### config.mk
export PLATFORM = sky130hd
export DESIGN_NAME = mca_histogram_ctrl
export DESIGN_NICKNAME = d
export VERILOG_FILES = /design/src/rtl/mca_histogram_ctrl.sv
export SDC_FILE = /design/constraint.sdc
export NUM_CORES = 1
export LEC_CHECK = 0
export CORE_MARGIN = 4
export CORE_UTILIZATION = 40
export CTS_BUF_LIST = sky130_fd_sc_hd__clkbuf_2 sky130_fd_sc_hd__clkbuf_4 sky130_fd_sc_hd__clkbuf_8
export CTS_CLUSTER_DIAMETER = 120
export DETAILED_ROUTE_END_ITERATION = 6
export MAX_ROUTING_LAYER = met4
export PLACE_DENSITY = 0.67
export SYNTH_ARGS = -nofsm -noshare
export SYNTH_HDL_FRONTEND = slang
export SYNTH_SLANG_ARGS = --single-unit
### constraint.sdc
create_clock -name CLOCK_65 -period 5.9 [get_ports CLOCK_65]
set_input_delay 1.475 -clock CLOCK_65 [delete_from_list [all_inputs] [get_ports CLOCK_65]]
set_output_delay 1.475 -clock CLOCK_65 [all_outputs]
set_load 0.02 [all_outputs]
### src/rtl/mca_histogram_ctrl.sv
// Multichannel-analyser histogram controller.
// Sequences clear / acquire / done phases for a single-port histogram RAM.
// Each accepted pulse is binned and read-modify-write incremented.
// Host reads share the same RAM port while the controller is quiescent.
module mca_histogram_ctrl #(
  parameter int BIN_BITS = 10,
  parameter int COUNT_W  = 32
) (
  input  logic                CLOCK_65,
  input  logic                rst_n,
  input  logic                pulse_indicator,
  input  logic [13:0]         pulse_height,
  input  logic                start,
  input  logic                stop,
  input  logic                clear,
  input  logic [COUNT_W-1:0]  preset_counts,
  input  logic                rd_req,
  input  logic [BIN_BITS-1:0] rd_addr,
  output logic [COUNT_W-1:0]  rd_data,
  output logic                rd_valid,
  output logic [BIN_BITS-1:0] ram_addr,
  output logic [COUNT_W-1:0]  ram_wdata,
  output logic                ram_we,
  input  logic [COUNT_W-1:0]  ram_rdata,
  output logic [1:0]          state,
  output logic [COUNT_W-1:0]  total_count,
  output logic [COUNT_W-1:0]  drop_count
);

  typedef enum logic [1:0] {
    S_CLEAR = 2'd0,
    S_IDLE  = 2'd1,
    S_ACQ   = 2'd2,
    S_DONE  = 2'd3
  } state_t;

  typedef enum logic [1:0] {
    E_IDLE = 2'd0,
    E_RD   = 2'd1,
    E_WR   = 2'd2
  } eng_t;

  localparam logic [BIN_BITS-1:0] LAST_BIN = {BIN_BITS{1'b1}};

  // Saturating increment shared by the bin update and both counters.
  function automatic logic [COUNT_W-1:0] sat_inc(input logic [COUNT_W-1:0] v);
    sat_inc = (&v) ? v : v + COUNT_W'(1);
  endfunction

  state_t               st_q, st_nxt;
  eng_t                 eng_q, eng_nxt;
  logic [BIN_BITS-1:0]  clr_addr_q;
  logic                 clr_en_q;
  logic [BIN_BITS-1:0]  bin_q;
  logic                 ending_q;
  logic                 rd_ph1_q;
  logic [BIN_BITS-1:0]  rd_addr_q;
  logic [COUNT_W-1:0]   rd_data_q;
  logic                 pend_clr_q;
  logic                 pend_start_q;

  logic                 accept;
  logic                 drop_hit;
  logic                 acq_open;
  logic                 preset_hit;
  logic                 finishing;
  logic                 do_clear;
  logic                 do_start;
  logic                 rd_accept;
  logic                 latch_cmd;
  logic [COUNT_W-1:0]   total_inc;

  logic [BIN_BITS-1:0]  pulse_bin;
  logic                 unused_low_bits;

  assign pulse_bin       = pulse_height[13 -: BIN_BITS];
  assign unused_low_bits = ^pulse_height[13-BIN_BITS:0];
  assign total_inc       = sat_inc(total_count);
  assign state           = st_q;
  // rd_data shows the fresh RAM word during the rd_valid cycle, then holds it.
  assign rd_data         = rd_valid ? ram_rdata : rd_data_q;

  // Controller and increment-engine state registers.
  always_ff @(posedge CLOCK_65 or negedge rst_n) begin
    if (!rst_n) begin
      st_q  <= S_CLEAR;
      eng_q <= E_IDLE;
    end else begin
      st_q  <= st_nxt;
      eng_q <= eng_nxt;
    end
  end

  // Next-state decode: phase sequencing, pulse acceptance and command arbitration.
  always_comb begin
    st_nxt     = st_q;
    eng_nxt    = eng_q;
    accept     = 1'b0;
    drop_hit   = 1'b0;
    acq_open   = 1'b0;
    preset_hit = 1'b0;
    finishing  = 1'b0;
    do_clear   = 1'b0;
    do_start   = 1'b0;
    rd_accept  = 1'b0;
    latch_cmd  = 1'b0;
    case (st_q)
      S_CLEAR: begin
        if (clr_en_q && (clr_addr_q == LAST_BIN)) st_nxt = S_IDLE;
      end
      S_IDLE, S_DONE: begin
        // Commands wait out a read whose RAM address phase is in progress.
        if (rd_ph1_q) begin
          latch_cmd = 1'b1;
        end else if (clear || pend_clr_q) begin
          do_clear = 1'b1;
          st_nxt   = S_CLEAR;
        end else if (start || pend_start_q) begin
          do_start = 1'b1;
          st_nxt   = S_ACQ;
        end else if (rd_req && !rd_valid) begin
          rd_accept = 1'b1;
        end
      end
      S_ACQ: begin
        acq_open = !ending_q && !stop;
        case (eng_q)
          E_IDLE: begin
            if (acq_open && pulse_indicator) begin
              accept  = 1'b1;
              eng_nxt = E_RD;
            end
          end
          E_RD: begin
            eng_nxt  = E_WR;
            drop_hit = acq_open && pulse_indicator;
          end
          E_WR: begin
            eng_nxt  = E_IDLE;
            drop_hit = acq_open && pulse_indicator;
          end
          default: eng_nxt = E_IDLE;
        endcase
        preset_hit = accept && (preset_counts != '0) && (total_inc == preset_counts);
        finishing  = ending_q || stop || preset_hit;
        if (finishing && (eng_nxt == E_IDLE)) st_nxt = S_DONE;
      end
      default: st_nxt = S_CLEAR;
    endcase
  end

  // RAM port mux: exactly one owner per cycle, decided by controller phase.
  always_comb begin
    ram_we    = 1'b0;
    ram_addr  = '0;
    ram_wdata = '0;
    if (st_q == S_CLEAR) begin
      ram_we   = clr_en_q;
      ram_addr = clr_addr_q;
    end else if ((st_q == S_ACQ) && (eng_q != E_IDLE)) begin
      ram_addr = bin_q;
      if (eng_q == E_WR) begin
        ram_we    = 1'b1;
        ram_wdata = sat_inc(ram_rdata);
      end
    end else if (rd_ph1_q) begin
      ram_addr = rd_addr_q;
    end
  end

  // Clear sweep address; the first cycle out of reset arms the sweep.
  always_ff @(posedge CLOCK_65 or negedge rst_n) begin
    if (!rst_n) begin
      clr_addr_q <= '0;
      clr_en_q   <= 1'b0;
    end else if (do_clear) begin
      clr_addr_q <= '0;
      clr_en_q   <= 1'b1;
    end else if (st_q == S_CLEAR) begin
      if (!clr_en_q) begin
        clr_en_q <= 1'b1;
      end else if (clr_addr_q == LAST_BIN) begin
        clr_addr_q <= '0;
        clr_en_q   <= 1'b0;
      end else begin
        clr_addr_q <= clr_addr_q + BIN_BITS'(1);
      end
    end
  end

  // Acquisition bookkeeping: latched bin, end-of-run flag, saturating counters.
  always_ff @(posedge CLOCK_65 or negedge rst_n) begin
    if (!rst_n) begin
      bin_q       <= '0;
      ending_q    <= 1'b0;
      total_count <= '0;
      drop_count  <= '0;
    end else begin
      if (accept) bin_q <= pulse_bin;
      ending_q <= (st_q == S_ACQ) && finishing && (st_nxt == S_ACQ);
      if (do_start) begin
        total_count <= '0;
        drop_count  <= '0;
      end else begin
        if (accept)   total_count <= total_inc;
        if (drop_hit) drop_count  <= sat_inc(drop_count);
      end
    end
  end

  // Host readout pipeline and deferred commands raised during a read.
  always_ff @(posedge CLOCK_65 or negedge rst_n) begin
    if (!rst_n) begin
      rd_ph1_q     <= 1'b0;
      rd_addr_q    <= '0;
      rd_valid     <= 1'b0;
      rd_data_q    <= '0;
      pend_clr_q   <= 1'b0;
      pend_start_q <= 1'b0;
    end else begin
      rd_ph1_q <= rd_accept;
      rd_valid <= rd_ph1_q;
      if (rd_accept) rd_addr_q <= rd_addr;
      if (rd_valid)  rd_data_q <= ram_rdata;
      if (latch_cmd) begin
        pend_clr_q   <= pend_clr_q   | clear;
        pend_start_q <= pend_start_q | start;
      end else if (do_clear || do_start) begin
        pend_clr_q   <= 1'b0;
        pend_start_q <= 1'b0;
      end
    end
  end

endmodule

==> impl_metrics.yaml <==
global_routing:
  grt_usage_pct: 23.68
  grt_pass1_wl_um: 44330
  grt_overflow: 0
  grt_antenna_before_repair: 0
  grt_pass1_vias: 8306
  grt_start_max_net_pins: 100
cts:
  clk_pin_slew_ns: 0.09
  h-tree-depth: 4
  cts_setup_buffers: 0
  cts_tree: "done"
  clk_path_buf_depth: 2
  clock_sinks: 136
  hold_buffers: 0
  cts_made_buffers: 17
  cts_root_buf: "clkbuf_8"
  clk_latency_ns: 0.46
critical_path:
  slowest_delay_ns: 0.61
  reg2reg_depth: 9
  cp_max_fo: 5
  end_kind: "output pin"
  crit_arrival_ns: 4.24
  critPathLaunch: "ram_rdata[8]"
  path_common_cell: "clkdlybuf4s50_1"
  crit_chain: "clkdlybuf4s50_1 -> and4_2 -> nand2b_1 -> nor3_1 -> a211oi_2 -> buf_4 -> and3_1 -> nor2b_1 -> xnor2_1 -> nor2_1 -> clkdlybuf4s50_1"
  reg2reg_to: "ending_q"
  reg2reg_slack_ns: 2.63
  crit_path_top_delay_cell: "clkdlybuf4s50_1"
  reg2reg_from: "total_count[10]"
  crit_required_ns: 4.43
  start_kind: "primary input"
  worst-setup-path-type: "in2out"
finish:
  final_common_cell: "clkdlybuf4s50_1"
  num_antenna_cells: 0
  fill_cells: 1986
  drive_gt1_share_pct: 9.509
  multi_input_area_mm2: 0.004836
  regArea_mm2: 0.003403
  area_delta_synth_final_pct: 36.85
  nets: 1351
  final_cell_mix: "clkdlybuf4s50_1 (230), nand2_1 (148), dfrtp_1 (136)"
yosys:
  synth.top_cell.area_share_pct: 40.02
  ys_top_cells_by_area: "dfrtp_1 (40%), nand2_1 (6.5%), xor2_1 (6.0%)"
  synth.distinct_cells: 62
  synth_area_mm2: 0.008503
  synthCells: 1012
  synth-edff-count: 0
  synth_seq_cells: 136
  avgSynthCellArea_um2: 8.402
  synth_fp_nets: 1114
  synth_top_area_cell: "dfrtp_1"
  yosys_warnings: 0
  async_flop_share_pct: 100.0
  synth_ff_type: "dfrtp_1"
  ys_seq_area_share_pct: 40.02
timing:
  hold_ws_ns: 0.4735
  finalSetupViolCount: 0
  finalSetupTns_ns: 0
  report.final.slew_viol_count: 0
  rsz0062_at_grt: "yes"
  fin_crit_sh_pct: 96.90
  relSlewSlack_pct: 36.91
  fin_ws_ns: 0.1828
  tightest_slew_ns: 0.9463
  clock_skew_ns: 0.01267
  fmax_mhz: 174.9
  hold_viol: 0
  post-route-min-period_ns: 5.717
place:
  io_buffers: 232
  place_congestion: 0.9249
  preCtsSetupSlack_ns: 0.006140
  hpwl_um: 20450
run_status:
  status: "finished clean"
min_path:
  hold_start: "rd_addr_q[3]"
  min_to: "rd_addr_q[3]"
  hp-class: "reg2reg"
  hold_path_depth: 2
power_and_ir_drop:
  vdd_drop_max_mv: 0.1576
  p_total_mw: 3.405
  p_per_area_mw_per_mm2: 292.6
  power_leakage_nw: 4.725
floorplan:
  core.rowCount: 53
  core_mm2: 0.02096
  fp.dieH_um: 153.8
  dieArea_mm2: 0.02365
  initial_core_util_pct: 40.58
  top_level_ports: 237
  die_w_um: 153.8
drt:
  drtIter0Drc: 661
  dr_total_vias: 8547
  dr.pass1.iters: 5
  routed_via_density: 5.561
  wl_per_cell_um: 17.93
  wl_um: 27550
  remaining_drc_errors: 0
  postRouteAntennaNets: 0
flow_run:
  max-cap-violations: 0
-- Yosys cell counts (all sizes together) (23+ instances only) --
library cell and instances:
clkbuf 40, nand4 43, and3 28, mux2 33, xor2 58, a21oi 44
nand3 50, o21ai 70, dfrtp 136, nor2 115, nand2 148, xnor2 39
nor4 23
-- worst max-delay path, delay by kind of cell --
| kind | cells | cell delay, ns |
|---|---|---|
| buffers and inverters | 3 | 1.29 |
| and+or+nand+nor | 6 | 1.22 |
| AOI/OAI and AO/OA | 1 | 0.13 |
| xor gates and xnor gates | 1 | 0.13 |
-- power by group --
part / leakage [nW] / total [mW] / switching, mW / internal (mW)
Combinational: 2.71 / 1.35 / 0.748 / 0.599
Clock: 0.186 / 0.758 / 0.437 / 0.321
Sequential: 1.83 / 1.30 / 0.147 / 1.15
Total: 4.73 / 3.41 / 1.33 / 2.07
-- stage by stage --
step | utilization (%) | cell area [um2] | cells
2_1_floorplan | - | 8503 | 1012
3_3_place_gp | 53.62 | 11240 | 1505
3_5_place_dp | 53.62 | 11240 | 1505
4_1_cts | 55.48 | 11620 | 1537
5_1_grt | 55.53 | 11640 | 1537
6_report | 55.53 | 11640 | 1537
-- layout make-up --
| type | instances | area share (%) |
|---|---|---|
| Clock buffer | 18 | 2.129 |
| Clock inverter | 14 | 1.151 |
| Inverter | 22 | 0.7097 |
| Multi-Input combinational cell | 805 | 41.56 |
| Sequential cell | 136 | 29.25 |
| Tap cell | 275 | 2.957 |
| Timing Repair Buffer | 267 | 22.25 |
-- registers in the layout, summed over array words and instances (netlist names), 2 cells and up --
name and cells:
rd_data_q 32, eng_q 2, rd_addr_q 10, total_count 32
bin_q 10, clr_addr_q 10, state 2, drop_count 32
-- cell families after synthesis --
| group | after synthesis | synth area share (%) |
|---|---|---|
| simple gates | 489 | 28.21 |
| compound gates | 176 | 12.67 |
| flops | 136 | 40.02 |
| xor+xnor | 97 | 9.991 |
| buf+inv | 71 | 3.355 |
| mux | 36 | 4.723 |
| fa+ha+maj | 7 | 1.030 |
-- how the worst max path moves through the flow --
stage / slack, ns / depth (start not counted) / end
after floorplan: 0.97 / 9 / ram_wdata[19]
final: 0.18 / 11 / ram_wdata[31]
after global routing: -0.04 / 11 / ram_wdata[28]
after detailed placement: 0.006 / 11 / ram_wdata[30]
after CTS: 0.06 / 11 / ram_wdata[30]
after global placement: 0.04 / 11 / ram_wdata[30]
-- routing by layer --
metal	global-route usage, %	part of all wire, %
met1	31.86	45
met2	37.39	47
met3	3.997	6.3
met4	6.224	1.9
met5	-	0
-- what timing repair did --
action / 4_1_cts / 5_1_grt
endpoints found under the setup margin: 1 / 6
pin swaps: 0 / 1
endpoints found under the hold margin: 0 / 0
gates resized for setup: 1 / 4
Power figures use the tool's default switching activity.
